## config.mk

```make
export PLATFORM = sky130hd
export DESIGN_NAME = bp_me_axi_pump_sched_flat
export DESIGN_NICKNAME = d
export VERILOG_FILES = /design/src/rtl/bp_me_axi_pump_sched_if.sv /design/src/rtl/bp_me_axi_pump_sched.sv /design/src/flat_wrapper.sv
export SDC_FILE = /design/constraint.sdc
export NUM_CORES = 1
export LEC_CHECK = 0
export ABC_AREA = 1
export CORE_AREA = 3 3 155 157
export CTS_CLUSTER_SIZE = 10
export DETAILED_ROUTE_END_ITERATION = 8
export DIE_AREA = 0 0 158 160
export PLACE_DENSITY = 0.42
export SLEW_MARGIN = 10
export SYNTH_ARGS = -nofsm -noshare
export SYNTH_HDL_FRONTEND = slang
export SYNTH_SLANG_ARGS = --single-unit
```

## constraint.sdc

```tcl
create_clock -name clk_i -period 1.7 [get_ports clk_i]
set_input_delay 0.34 -clock clk_i [delete_from_list [all_inputs] [get_ports clk_i]]
set_output_delay 0.34 -clock clk_i [all_outputs]
set_load 0.01 [all_outputs]
```

## src/rtl/bp_me_axi_pump_sched_if.sv

```systemverilog
// Bundles the AXI address channels, pump burst/beat ports, datapath beat port and B response.
// Latency: none (wires only).
// Backpressure: carried by the ready/yumi/send signals inside the bundle.
interface bp_me_axi_pump_sched_if
  #(parameter int axi_addr_width_p = 64
  , parameter int axi_data_width_p = 64
  );

  localparam int mask_width_lp = axi_data_width_p / 8;

  // AXI write address channel
  logic                        aw_v_i;
  logic                        aw_ready_and_o;
  logic [axi_addr_width_p-1:0] aw_addr_i;
  logic [1:0]                  aw_burst_i;
  logic [7:0]                  aw_len_i;
  logic [2:0]                  aw_size_i;

  // AXI read address channel
  logic                        ar_v_i;
  logic                        ar_ready_and_o;
  logic [axi_addr_width_p-1:0] ar_addr_i;
  logic [1:0]                  ar_burst_i;
  logic [7:0]                  ar_len_i;
  logic [2:0]                  ar_size_i;

  // Burst handed to the pump
  logic                        pump_v_o;
  logic                        pump_ready_and_i;
  logic [axi_addr_width_p-1:0] pump_addr_o;
  logic [1:0]                  pump_burst_o;
  logic [7:0]                  pump_len_o;
  logic [2:0]                  pump_size_o;

  // Per-beat information coming back from the pump
  logic                        pump_v_i;
  logic                        pump_send_o;
  logic [axi_addr_width_p-1:0] pump_addr_i;
  logic [mask_width_lp-1:0]    pump_mask_i;
  logic                        pump_first_i;
  logic                        pump_last_i;

  // Beats towards the memory-side datapath
  logic                        tx_v_o;
  logic                        tx_yumi_i;
  logic                        tx_w_o;
  logic                        tx_err_o;
  logic [axi_addr_width_p-1:0] tx_addr_o;
  logic [mask_width_lp-1:0]    tx_mask_o;
  logic                        tx_first_o;
  logic                        tx_last_o;

  // Write response
  logic                        b_v_o;
  logic                        b_ready_and_i;
  logic [1:0]                  b_resp_o;

  // Scheduler side
  modport slave
    (input  aw_v_i, aw_addr_i, aw_burst_i, aw_len_i, aw_size_i
    ,output aw_ready_and_o
    ,input  ar_v_i, ar_addr_i, ar_burst_i, ar_len_i, ar_size_i
    ,output ar_ready_and_o
    ,output pump_v_o, pump_addr_o, pump_burst_o, pump_len_o, pump_size_o
    ,input  pump_ready_and_i
    ,input  pump_v_i, pump_addr_i, pump_mask_i, pump_first_i, pump_last_i
    ,output pump_send_o
    ,output tx_v_o, tx_w_o, tx_err_o, tx_addr_o, tx_mask_o, tx_first_o, tx_last_o
    ,input  tx_yumi_i
    ,output b_v_o, b_resp_o
    ,input  b_ready_and_i
    );

  // Front-end / pump / datapath side
  modport master
    (output aw_v_i, aw_addr_i, aw_burst_i, aw_len_i, aw_size_i
    ,input  aw_ready_and_o
    ,output ar_v_i, ar_addr_i, ar_burst_i, ar_len_i, ar_size_i
    ,input  ar_ready_and_o
    ,input  pump_v_o, pump_addr_o, pump_burst_o, pump_len_o, pump_size_o
    ,output pump_ready_and_i
    ,output pump_v_i, pump_addr_i, pump_mask_i, pump_first_i, pump_last_i
    ,input  pump_send_o
    ,input  tx_v_o, tx_w_o, tx_err_o, tx_addr_o, tx_mask_o, tx_first_o, tx_last_o
    ,output tx_yumi_i
    ,input  b_v_o, b_resp_o
    ,output b_ready_and_i
    );

endinterface

```

## src/rtl/bp_me_axi_pump_sched.sv

```systemverilog
// Round-robin AW/AR scheduler feeding one shared transfer pump, streams beats and issues B.
// Latency: grant is combinational in IDLE; beats follow the pump; B the cycle after the last write beat.
// Backpressure: pump_ready gates AW/AR ready; tx_yumi stalls the pump; b_ready holds BRESP.
module bp_me_axi_pump_sched
  #(parameter int axi_addr_width_p = 64
  , parameter int axi_data_width_p = 64
  )
  (input  logic clk_i
  ,input  logic reset_n_i
  ,bp_me_axi_pump_sched_if.slave io
  );

  localparam int lg_bytes_lp = $clog2(axi_data_width_p / 8);

  typedef enum logic [1:0] {e_idle, e_busy, e_bresp} state_e;

  state_e state_r, state_n;

  // last_grant_w_r: 1 when the most recent grant went to AW
  logic last_grant_w_r, err_r, is_w_r;

  logic                        any_v, grant_w, accept, illegal, beat_done;
  logic [axi_addr_width_p-1:0] win_addr, align_mask;
  logic [1:0]                  win_burst;
  logic [7:0]                  win_len;
  logic [2:0]                  win_size;

  // Pick the winner: a lone valid wins, otherwise the channel not granted last time
  always_comb begin
    any_v     = io.aw_v_i | io.ar_v_i;
    grant_w   = io.aw_v_i & (~io.ar_v_i | ~last_grant_w_r);
    win_addr  = grant_w ? io.aw_addr_i  : io.ar_addr_i;
    win_burst = grant_w ? io.aw_burst_i : io.ar_burst_i;
    win_len   = grant_w ? io.aw_len_i   : io.ar_len_i;
    win_size  = grant_w ? io.aw_size_i  : io.ar_size_i;
    accept    = (state_r == e_idle) & any_v & io.pump_ready_and_i;
    beat_done = (state_r == e_busy) & io.pump_v_i & io.tx_yumi_i & io.pump_last_i;
  end

  // Classify the winning burst; illegal ones still run so the beat count is honoured
  always_comb begin
    align_mask = ~({axi_addr_width_p{1'b1}} << win_size);
    illegal    = 1'b0;
    if (win_burst == 2'b11)
      illegal = 1'b1;
    if (win_burst == 2'b10) begin
      if (!(win_len inside {8'd1, 8'd3, 8'd7, 8'd15}))
        illegal = 1'b1;
      if ((win_addr & align_mask) != '0)
        illegal = 1'b1;
    end
    if (int'(win_size) > lg_bytes_lp)
      illegal = 1'b1;
  end

  // State register
  always_ff @(posedge clk_i or negedge reset_n_i) begin
    if (!reset_n_i)
      state_r <= e_idle;
    else
      state_r <= state_n;
  end

  // Burst attributes captured at acceptance and round-robin history
  always_ff @(posedge clk_i or negedge reset_n_i) begin
    if (!reset_n_i) begin
      last_grant_w_r <= 1'b0;
      err_r          <= 1'b0;
      is_w_r         <= 1'b0;
    end else if (accept) begin
      last_grant_w_r <= grant_w;
      err_r          <= illegal;
      is_w_r         <= grant_w;
    end
  end

  // Next-state: one burst in flight, writes detour through BRESP
  always_comb begin
    state_n = state_r;
    unique case (state_r)
      e_idle:  if (accept)           state_n = e_busy;
      e_busy:  if (beat_done)        state_n = is_w_r ? e_bresp : e_idle;
      e_bresp: if (io.b_ready_and_i) state_n = e_idle;
      default:                       state_n = e_idle;
    endcase
  end

  // Outputs; handshakes are forced low while reset is held so nothing leaks combinationally
  always_comb begin
    io.aw_ready_and_o = 1'b0;
    io.ar_ready_and_o = 1'b0;
    io.pump_v_o       = 1'b0;
    io.pump_send_o    = 1'b0;
    io.tx_v_o         = 1'b0;
    io.b_v_o          = 1'b0;
    io.pump_addr_o    = win_addr;
    io.pump_burst_o   = illegal ? 2'b01 : win_burst;
    io.pump_len_o     = win_len;
    io.pump_size_o    = win_size;
    io.tx_w_o         = is_w_r;
    io.tx_err_o       = err_r;
    io.tx_addr_o      = io.pump_addr_i;
    io.tx_mask_o      = io.pump_mask_i;
    io.tx_first_o     = io.pump_first_i;
    io.tx_last_o      = io.pump_last_i;
    io.b_resp_o       = (reset_n_i && state_r == e_bresp && err_r) ? 2'b10 : 2'b00;
    if (reset_n_i) begin
      unique case (state_r)
        e_idle: begin
          io.pump_v_o       = any_v;
          io.aw_ready_and_o = grant_w & io.pump_ready_and_i;
          io.ar_ready_and_o = ~grant_w & io.ar_v_i & io.pump_ready_and_i;
        end
        e_busy: begin
          io.tx_v_o      = io.pump_v_i;
          io.pump_send_o = io.tx_yumi_i & io.pump_v_i;
        end
        e_bresp: io.b_v_o = 1'b1;
        default: ;
      endcase
    end
  end

endmodule

```

## src/flat_wrapper.sv

```systemverilog
// flat-port wrapper written by rule: the top's interface ports become plain ports
module bp_me_axi_pump_sched_flat 
#(parameter int axi_addr_width_p = 64
  , parameter int axi_data_width_p = 64
  )
  (clk_i, reset_n_i, io_aw_v_i, io_aw_addr_i, io_aw_burst_i, io_aw_len_i, io_aw_size_i, io_aw_ready_and_o, io_ar_v_i, io_ar_addr_i, io_ar_burst_i, io_ar_len_i, io_ar_size_i, io_ar_ready_and_o, io_pump_v_o, io_pump_addr_o, io_pump_burst_o, io_pump_len_o, io_pump_size_o, io_pump_ready_and_i, io_pump_v_i, io_pump_addr_i, io_pump_mask_i, io_pump_first_i, io_pump_last_i, io_pump_send_o, io_tx_v_o, io_tx_w_o, io_tx_err_o, io_tx_addr_o, io_tx_mask_o, io_tx_first_o, io_tx_last_o, io_tx_yumi_i, io_b_v_o, io_b_resp_o, io_b_ready_and_i);
  bp_me_axi_pump_sched_if #(.axi_addr_width_p(axi_addr_width_p), .axi_data_width_p(axi_data_width_p)) io_i ();
  input  logic clk_i;
  input  logic reset_n_i;
  input wire logic [$bits(io_i.aw_v_i)-1:0] io_aw_v_i;
  input wire logic [$bits(io_i.aw_addr_i)-1:0] io_aw_addr_i;
  input wire logic [$bits(io_i.aw_burst_i)-1:0] io_aw_burst_i;
  input wire logic [$bits(io_i.aw_len_i)-1:0] io_aw_len_i;
  input wire logic [$bits(io_i.aw_size_i)-1:0] io_aw_size_i;
  output wire logic [$bits(io_i.aw_ready_and_o)-1:0] io_aw_ready_and_o;
  input wire logic [$bits(io_i.ar_v_i)-1:0] io_ar_v_i;
  input wire logic [$bits(io_i.ar_addr_i)-1:0] io_ar_addr_i;
  input wire logic [$bits(io_i.ar_burst_i)-1:0] io_ar_burst_i;
  input wire logic [$bits(io_i.ar_len_i)-1:0] io_ar_len_i;
  input wire logic [$bits(io_i.ar_size_i)-1:0] io_ar_size_i;
  output wire logic [$bits(io_i.ar_ready_and_o)-1:0] io_ar_ready_and_o;
  output wire logic [$bits(io_i.pump_v_o)-1:0] io_pump_v_o;
  output wire logic [$bits(io_i.pump_addr_o)-1:0] io_pump_addr_o;
  output wire logic [$bits(io_i.pump_burst_o)-1:0] io_pump_burst_o;
  output wire logic [$bits(io_i.pump_len_o)-1:0] io_pump_len_o;
  output wire logic [$bits(io_i.pump_size_o)-1:0] io_pump_size_o;
  input wire logic [$bits(io_i.pump_ready_and_i)-1:0] io_pump_ready_and_i;
  input wire logic [$bits(io_i.pump_v_i)-1:0] io_pump_v_i;
  input wire logic [$bits(io_i.pump_addr_i)-1:0] io_pump_addr_i;
  input wire logic [$bits(io_i.pump_mask_i)-1:0] io_pump_mask_i;
  input wire logic [$bits(io_i.pump_first_i)-1:0] io_pump_first_i;
  input wire logic [$bits(io_i.pump_last_i)-1:0] io_pump_last_i;
  output wire logic [$bits(io_i.pump_send_o)-1:0] io_pump_send_o;
  output wire logic [$bits(io_i.tx_v_o)-1:0] io_tx_v_o;
  output wire logic [$bits(io_i.tx_w_o)-1:0] io_tx_w_o;
  output wire logic [$bits(io_i.tx_err_o)-1:0] io_tx_err_o;
  output wire logic [$bits(io_i.tx_addr_o)-1:0] io_tx_addr_o;
  output wire logic [$bits(io_i.tx_mask_o)-1:0] io_tx_mask_o;
  output wire logic [$bits(io_i.tx_first_o)-1:0] io_tx_first_o;
  output wire logic [$bits(io_i.tx_last_o)-1:0] io_tx_last_o;
  input wire logic [$bits(io_i.tx_yumi_i)-1:0] io_tx_yumi_i;
  output wire logic [$bits(io_i.b_v_o)-1:0] io_b_v_o;
  output wire logic [$bits(io_i.b_resp_o)-1:0] io_b_resp_o;
  input wire logic [$bits(io_i.b_ready_and_i)-1:0] io_b_ready_and_i;
  assign io_i.aw_v_i = io_aw_v_i;
  assign io_i.aw_addr_i = io_aw_addr_i;
  assign io_i.aw_burst_i = io_aw_burst_i;
  assign io_i.aw_len_i = io_aw_len_i;
  assign io_i.aw_size_i = io_aw_size_i;
  assign io_aw_ready_and_o = io_i.aw_ready_and_o;
  assign io_i.ar_v_i = io_ar_v_i;
  assign io_i.ar_addr_i = io_ar_addr_i;
  assign io_i.ar_burst_i = io_ar_burst_i;
  assign io_i.ar_len_i = io_ar_len_i;
  assign io_i.ar_size_i = io_ar_size_i;
  assign io_ar_ready_and_o = io_i.ar_ready_and_o;
  assign io_pump_v_o = io_i.pump_v_o;
  assign io_pump_addr_o = io_i.pump_addr_o;
  assign io_pump_burst_o = io_i.pump_burst_o;
  assign io_pump_len_o = io_i.pump_len_o;
  assign io_pump_size_o = io_i.pump_size_o;
  assign io_i.pump_ready_and_i = io_pump_ready_and_i;
  assign io_i.pump_v_i = io_pump_v_i;
  assign io_i.pump_addr_i = io_pump_addr_i;
  assign io_i.pump_mask_i = io_pump_mask_i;
  assign io_i.pump_first_i = io_pump_first_i;
  assign io_i.pump_last_i = io_pump_last_i;
  assign io_pump_send_o = io_i.pump_send_o;
  assign io_tx_v_o = io_i.tx_v_o;
  assign io_tx_w_o = io_i.tx_w_o;
  assign io_tx_err_o = io_i.tx_err_o;
  assign io_tx_addr_o = io_i.tx_addr_o;
  assign io_tx_mask_o = io_i.tx_mask_o;
  assign io_tx_first_o = io_i.tx_first_o;
  assign io_tx_last_o = io_i.tx_last_o;
  assign io_i.tx_yumi_i = io_tx_yumi_i;
  assign io_b_v_o = io_i.b_v_o;
  assign io_b_resp_o = io_i.b_resp_o;
  assign io_i.b_ready_and_i = io_b_ready_and_i;
  bp_me_axi_pump_sched #(.axi_addr_width_p(axi_addr_width_p), .axi_data_width_p(axi_data_width_p)) u_core (.clk_i(clk_i), .reset_n_i(reset_n_i), .io(io_i));
endmodule
```

==> flow_summary.toml, run 1 <==
[sta]
post-route-period-util_pct = 128
hold_ws_ns = 0.152
setup-violations-final = 76
finClkSkew_ns = 0.000537
post-route-min-period_ns = 2.17
slew_viol_final = 0
timing.fmax_mhz = 460
rsz0062_at_grt = "true"
timing.setup.tns_ns = -26.33
finalHoldViolations = 0
layout_setup_ws_ns = -0.474

[worst_setup_path]
crit_fanout = 7
end_kind = "output pin"
startpoint_type = "flop"
reg2reg_to = "u_core.io.tx_err_o"
cpPeakStageDelay_ns = 0.40
reg2reg_from = "u_core.last_grant_w_r"
critPathKind = "reg2out"
path_cells = "nand2_4 > buf_12 > nand3b_1 > nand2_4 > nand2_2 > nand2_1 > nand2_1 > nor2_2 > nand2_2 > nand2_4 > nand3_2 > inv_2 > buf_6"
worst_ep_required_time_ns = 1.36
critPathSlowestCell = "dfrtp_1"
r2r_cells = 14
cpMostUsedCell = "nand2_4"
r2r_slack_ns = -0.04
cp.arrival_ns = 1.83

[floorplan]
die_w_um = 158
design.portCount = 397
coreArea_um2 = 22600
dieArea_um2 = 25300
start_util_pct = 8.76
num_rows = 55
die_h_um = 160

[placed_design]
io_buffers = 249
pre_cts_ws_ns = -1.17
dp_hpwl_um = 10500
dp_cells = 880
routabilityCongestion = 0.726

[global_routing]
grt_usage_pct = 10.0
grt_pass1_vias = 3334
grt-ovfl-total = 0
grt_max_degree = 26
antenna_found_initial = 1
grt_pass1_wl_um = 19200

[clock_network]
cts_buffers = 3
clock_path_buffers = 2
tritoncts = "built"
hold_buffers = 0
clk-insertion-delay-late_ns = 0.23
cts_sinks = 4
clk_pin_slew_worst_paths_ns = 0.03
root_buffer = "clkbuf_16"
cts_max_level = 1

[yosys]
yosys_warnings = 0
yosys.area.top_type = "nand2_1"
avgSynthCellArea_um2 = 4.89
synthesis.instances = 406
synth-seq-cells = 4
syn_area_um2 = 1980
ys_seq_area_share_pct = 5.04
synth-edff-count = 0
synth.top_cells.by_area = "nand2_1 46%, buf_4 30%, dfrtp_1 5.0%"
async_reset_ff_share_pct = 100
synth_flop_cell = "dfrtp_1"
ys_top_cells_by_count = "243 x nand2_1, 78 x buf_4, 23 x inv_1, 13 x nand3_1, 10 x nor2_1"
yosysMostFrequentCell = "nand2_1"
syn_nets = 642
ys_types = 20
synth_top_area_share_pct = 46.0

[routing]
vias_per_cell = 3.49
drt-total-wl_um = 14100
post_drt_wl_per_cell_um = 15.0
dr.pass1.iters = 4
drt_first_iter_violations = 65
route.antenna.remaining_nets = 0
num_vias = 3278
drc_errors = 0

[power]
peakVddDrop_mv = 0.322
leakagePower_nw = 2.78
powerDensity_nw_per_um2 = 661

[layout]
drive_above_1_share_pct = 44.9
syn_to_final_growth_pct = 183
antenna_cells = 0
nets = 893
final_cell_count_no_fill = 940

[run]
max_cap_violations = 0

[status]
violations = "negative setup slack"
outcome = "complete, but fails checks"

[hold_path]
hold_path_class = "in2async"
-- worst max path at each step --
stage               slack (ns)  cells past startpoint            endpoint             startpoint
finish                   -0.47                     13  io_pump_burst_o[1]  u_core.last_grant_w_r
global route             -0.62                     13  io_pump_burst_o[1]  u_core.last_grant_w_r
CTS                      -0.49                     12  io_pump_burst_o[0]  u_core.last_grant_w_r
detailed placement       -1.17                     14  io_pump_burst_o[1]              io_ar_v_i
global placement         -1.15                     14  io_pump_burst_o[1]              io_ar_v_i
floorplan                -0.05                     12  io_pump_burst_o[1]  u_core.last_grant_w_r
-- through the flow --
stage,power [mW],instance area [um^2],utilization (%)
detailed placement,2.48,4490,19.8
global route,3.99,5620,24.8
floorplan,1.19,1990,-
CTS,3.49,5250,23.2
global placement,2.50,4490,19.8
finish,3.72,5620,24.8
-- repair_timing --
action / CTS / global route
setup endpoints to repair: 87 / 78
cloned: 8 / 4
buffers inserted: 36 / 11
pin swaps: 17 / 15
resized for setup: 492 / 56
-- state kept, by name (all words and copies together), names as in the netlist --
| register | flops |
|---|---|
| u_core.state_r | 2 |
| u_core.last_grant_w_r | 1 |
| u_core.io.tx_err_o | 1 |
-- logic make-up (layout without fill, tap and decap cells) --
kind of cell           after synthesis  in the layout  synth area share [%]
AND/OR/NAND/NOR                    283            284                  57.1
buffers and inverters              116            364                  37.1
flip-flops                           4              4                  5.04
other                                1              1                 0.189
AO/OA/AOI/OAI                        2              2                 0.504
-- cell type report --
type | instances | area (um^2)
Clock buffer | 3 | 75.1
Fill cell | 2568 | 17000
Inverter | 24 | 105
Multi-Input combinational cell | 287 | 1520
Sequential cell | 4 | 100
Tap cell | 285 | 357
Timing Repair Buffer | 337 | 3460
-- critical path: cells and delay by family, from the launching register on --
family | cells | cell delay (ns)
DFF | 1 | 0.40
buffers and inverters | 3 | 0.28
and+or+nand+nor | 10 | 0.91
-- power by group --
group	total (mW)	internal [mW]	switching [mW]
Clock	0.372	0.301	0.0714
Sequential	0.175	0.138	0.0362
Combinational	3.17	1.81	1.36
-- layer usage --
layer | GRT usage (%) | vias up | part of all wire (%)
met3 | 4.23 | 43 | 13
met1 | 10.4 | 1397 | 35
met2 | 18.0 | 198 | 50
met4 | 3.13 | 2 | 2.7
li1 | - | 1638 | -
met5 | 0 | - | 0.092
-- placed cells by master, fill, tap and decap left out, drive strengths merged, types with 2 or more instances in the layout --
cell,Yosys,routed
clkdlybuf4s50,0,161
nand3b,6,6
nor3,2,2
nor2,10,10
dfrtp,4,4
nand3,13,13
buf,84,165
inv,24,23
nor3b,2,2
dlygate4sd2,0,5
nand2,249,250
clkbuf,8,7
clkdlybuf4s15,0,2
(Power assumes the default switching activity.)
==> inputs of run 2 (changes only) <==
--- a/config.mk
+++ b/config.mk
@@ -11,7 +11,7 @@
 export DETAILED_ROUTE_END_ITERATION = 8
 export DIE_AREA = 0 0 158 160
 export PLACE_DENSITY = 0.42
-export SLEW_MARGIN = 10
+export SLEW_MARGIN = 20
 export SYNTH_ARGS = -nofsm -noshare
 export SYNTH_HDL_FRONTEND = slang
 export SYNTH_SLANG_ARGS = --single-unit
==> results of run 2 <==
Final layout, timing and power as in run 1 (identical DEF).
==> inputs of run 3 (changes only) <==
--- a/config.mk
+++ b/config.mk
@@ -5,12 +5,12 @@
 export SDC_FILE = /design/constraint.sdc
 export NUM_CORES = 1
 export LEC_CHECK = 0
-export ABC_AREA = 1
-export CORE_AREA = 3 3 155 157
+export CORE_AREA = 3 3 153 155
+export CTS_CLUSTER_DIAMETER = 120
 export CTS_CLUSTER_SIZE = 10
 export DETAILED_ROUTE_END_ITERATION = 8
-export DIE_AREA = 0 0 158 160
-export PLACE_DENSITY = 0.42
+export DIE_AREA = 0 0 156 158
+export PLACE_DENSITY = 0.43
 export SLEW_MARGIN = 20
 export SYNTH_ARGS = -nofsm -noshare
 export SYNTH_HDL_FRONTEND = slang
==> run 3 against run 2 <==
Compared with the run above: the flow still finishes with violations (negative setup slack); global-route usage is 0.47 points higher; critical path depth is 6 lower; combinational power is 8.5% lower; sequential power is 7% higher; synthesized cell count is 5.7% lower; maximum frequency is 9.4% higher; clock skew is 0.0011 ns higher; area after synthesis is 2.3% lower; clock power is 4% lower; first-iteration DRC count is 18% higher; largest power group unchanged.
==> flow_summary.toml, run 3 <==
[layout]
top_register = "u_core.state_r"
drive_above_1_share_pct = 36.2
final_cell_mix = "196 x nand2_1, 134 x clkdlybuf4s50_1, 47 x buf_2, 44 x buf_4, 28 x dlygate4sd2_1"
nets = 859
syn_to_final_growth_pct = 169
final_cell_count_no_fill = 902
largest_reg_flops = 2
final_common_cell = "nand2_1"
fillCellCount = 2471
design_area_um2 = 5220

[sta]
slew_viol_final = 0
setup-violations-final = 78
timing.fmax_mhz = 503
finalHoldViolations = 0
post-route-min-period_ns = 1.99
layout_setup_ws_ns = -0.287
hold_ws_ns = 0.281
rsz0062_at_grt = "true"
post-route-period-util_pct = 117
finClkSkew_ns = 0.00165

[worst_setup_path]
reg2reg_to = "u_core.io.tx_err_o"
end_kind = "output pin"
r2r_cells = 8
reg2reg_from = "u_core.last_grant_w_r"
crit_path_start = "u_core.last_grant_w_r"
critPathKind = "reg2out"
crit_fanout = 5
crit_end = "io_pump_burst_o[0]"
worst_ep_required_time_ns = 1.36
cp.arrival_ns = 1.65
r2r_slack_ns = -0.01
startpoint_type = "flop"

[routing]
post_drt_wl_per_cell_um = 15.9
drt_first_iter_violations = 77
vias_per_cell = 3.52
drt-total-wl_um = 14400
drc_errors = 0
route.antenna.remaining_nets = 0
dr.pass1.iters = 4
num_vias = 3175

[clock_network]
clock_path_buffers = 2
cts_buffers = 3
hold_buffers = 0
clk_pin_slew_worst_paths_ns = 0.03
root_buffer = "clkbuf_16"
clk-insertion-delay-late_ns = 0.22
tritoncts = "built"
cts_sinks = 4
cts_max_level = 1

[status]
violations = "negative setup slack"
outcome = "complete, but fails checks"

[yosys]
ys_types = 31
synth_flop_cell = "dfrtp_1"
synth_top_area_share_pct = 45.1
yosys_warnings = 0
synth.top_cells.by_area = "nand2_1 45%, buf_4 29%, dfrtp_1 5.2%"
async_reset_ff_share_pct = 100
avgSynthCellArea_um2 = 5.06
syn_nets = 619
ys_top_cells_by_count = "233 x nand2_1, 75 x buf_4, 10 x nor2_1, 8 x buf_2, 6 x nand3_1"
synth-edff-count = 0
yosys.area.top_type = "nand2_1"
ys_seq_area_share_pct = 5.16
yosysMostFrequentCell = "nand2_1"
synthesis.instances = 383
synth-seq-cells = 4
syn_area_um2 = 1940

[hold_path]
hold_path_class = "in2async"

[global_routing]
use_met1_pct = 10.5
use_met3_pct = 4.73
use_met2_pct = 19.8
grt_pass1_vias = 3217
grt-ovfl-total = 0
grt_pass1_wl_um = 19500
antenna_found_initial = 1
grt_usage_pct = 10.5
grt_max_degree = 20
grt-busiest-layer = "met2"

[power]
seqPwrFrac_pct = 5.4
comb_power_share_pct = 84.1
pwr-share-clk_pct = 10.4
powerDensity_nw_per_um2 = 660
power.total_mw = 3.44
p_switching_mw = 1.35
swShare_pct = 39.3
leakagePower_nw = 2.56
intPower_mw = 2.09
peakVddDrop_mv = 0.365

[floorplan]
start_util_pct = 8.83
die_w_um = 156
design.portCount = 397
num_rows = 54
dieArea_um2 = 24600
die_h_um = 158
coreArea_um2 = 22000

[placed_design]
pre_cts_ws_ns = -0.999
dp_cells = 862
dpl_cell_area_um2 = 4520
routabilityCongestion = 0.809
dp_hpwl_um = 11100
io_buffers = 249

[run]
max_cap_violations = 0
-- run 3: cell types whose count changed after synthesis, sizes merged, moves of 3 or more --
| cell | change |
|---|---|
| clkbuf | -4 |
| nand3b | -6 |
| inv | -23 |
| nand2 | -15 |
| nor3 | +3 |
| a21oi | +4 |
| nand3 | -7 |
| o21ai | +4 |
| buf | +3 |
-- run 3: through the flow --
step	util (%)	TNS, ns
after floorplan	-	0
after detailed placement	20.6	-68.48
after CTS	23.4	-16.62
final	23.8	-14.70
after global routing	23.8	-20.30
after global placement	20.6	-67.09
-- run 3: logic make-up (layout without fill, tap and decap cells) --
group | Yosys count | after routing | synth area share, %
other | 1 | 2 | 0.193
AOI/OAI and AO/OA | 18 | 18 | 6.26
DFF | 4 | 4 | 5.16
buffers and inverters | 92 | 330 | 32.9
muxes | 2 | 2 | 1.16
and+or+nand+nor | 266 | 266 | 54.4
-- run 3: layer usage --
metal  vias up  share of wire, %
met3        22                13
li1       1590                 -
met4         0               1.5
met1      1367                34
met2       196                51
met5         -                 0
-- run 3: final cells by class --
cell class	instances	area, um^2	share of cell area [%]
Timing Repair Buffer	326	3200	61.2
Multi-Input combinational cell	287	1490	28.6
Tap cell	280	350	6.71
Sequential cell	4	101	1.94
Clock buffer	3	75.1	1.44
Inverter	1	3.75	0.0719
Antenna cell	1	2.50	0.0479
-- run 3: how the worst min path moves through the flow --
stage | start | end | slack [ns]
6_report | reset_n_i | u_core.state_r[1] | 0.28
5_1_grt | reset_n_i | u_core.state_r[0] | 0.30
3_3_place_gp | u_core.state_r[1] | u_core.state_r[0] | 0.57
2_1_floorplan | reset_n_i | u_core.io.tx_err_o | 0.04
4_1_cts | reset_n_i | u_core.state_r[1] | 0.29
3_5_place_dp | u_core.state_r[1] | u_core.state_r[0] | 0.58
-- run 3: timing repair --
item                       4_1_cts  5_1_grt
pin swaps                       40        5
setup buffers                   25        2
cloned                           9        0
gates resized for setup        439       28
setup endpoints to repair       86       82
-- run 3: power groups by stage --
stage	clock, mW	sequential, mW	combinational [mW]
final	0.358	0.187	2.90
after global routing	0.374	0.196	3.12
after CTS	0.369	0.184	2.87
after detailed placement	0	0.176	2.37
after global placement	0	0.175	2.39
after floorplan	0	0.185	0.979
-- run 3: critical path, cell delays in order (launching register included) --
cell	delay [ns]
dfrtp_2	0.42
a21boi_4	0.09
buf_12	0.14
or3_1	0.33
o31ai_2	0.09
o22a_1	0.17
o21ai_2	0.05
buf_2	0.13
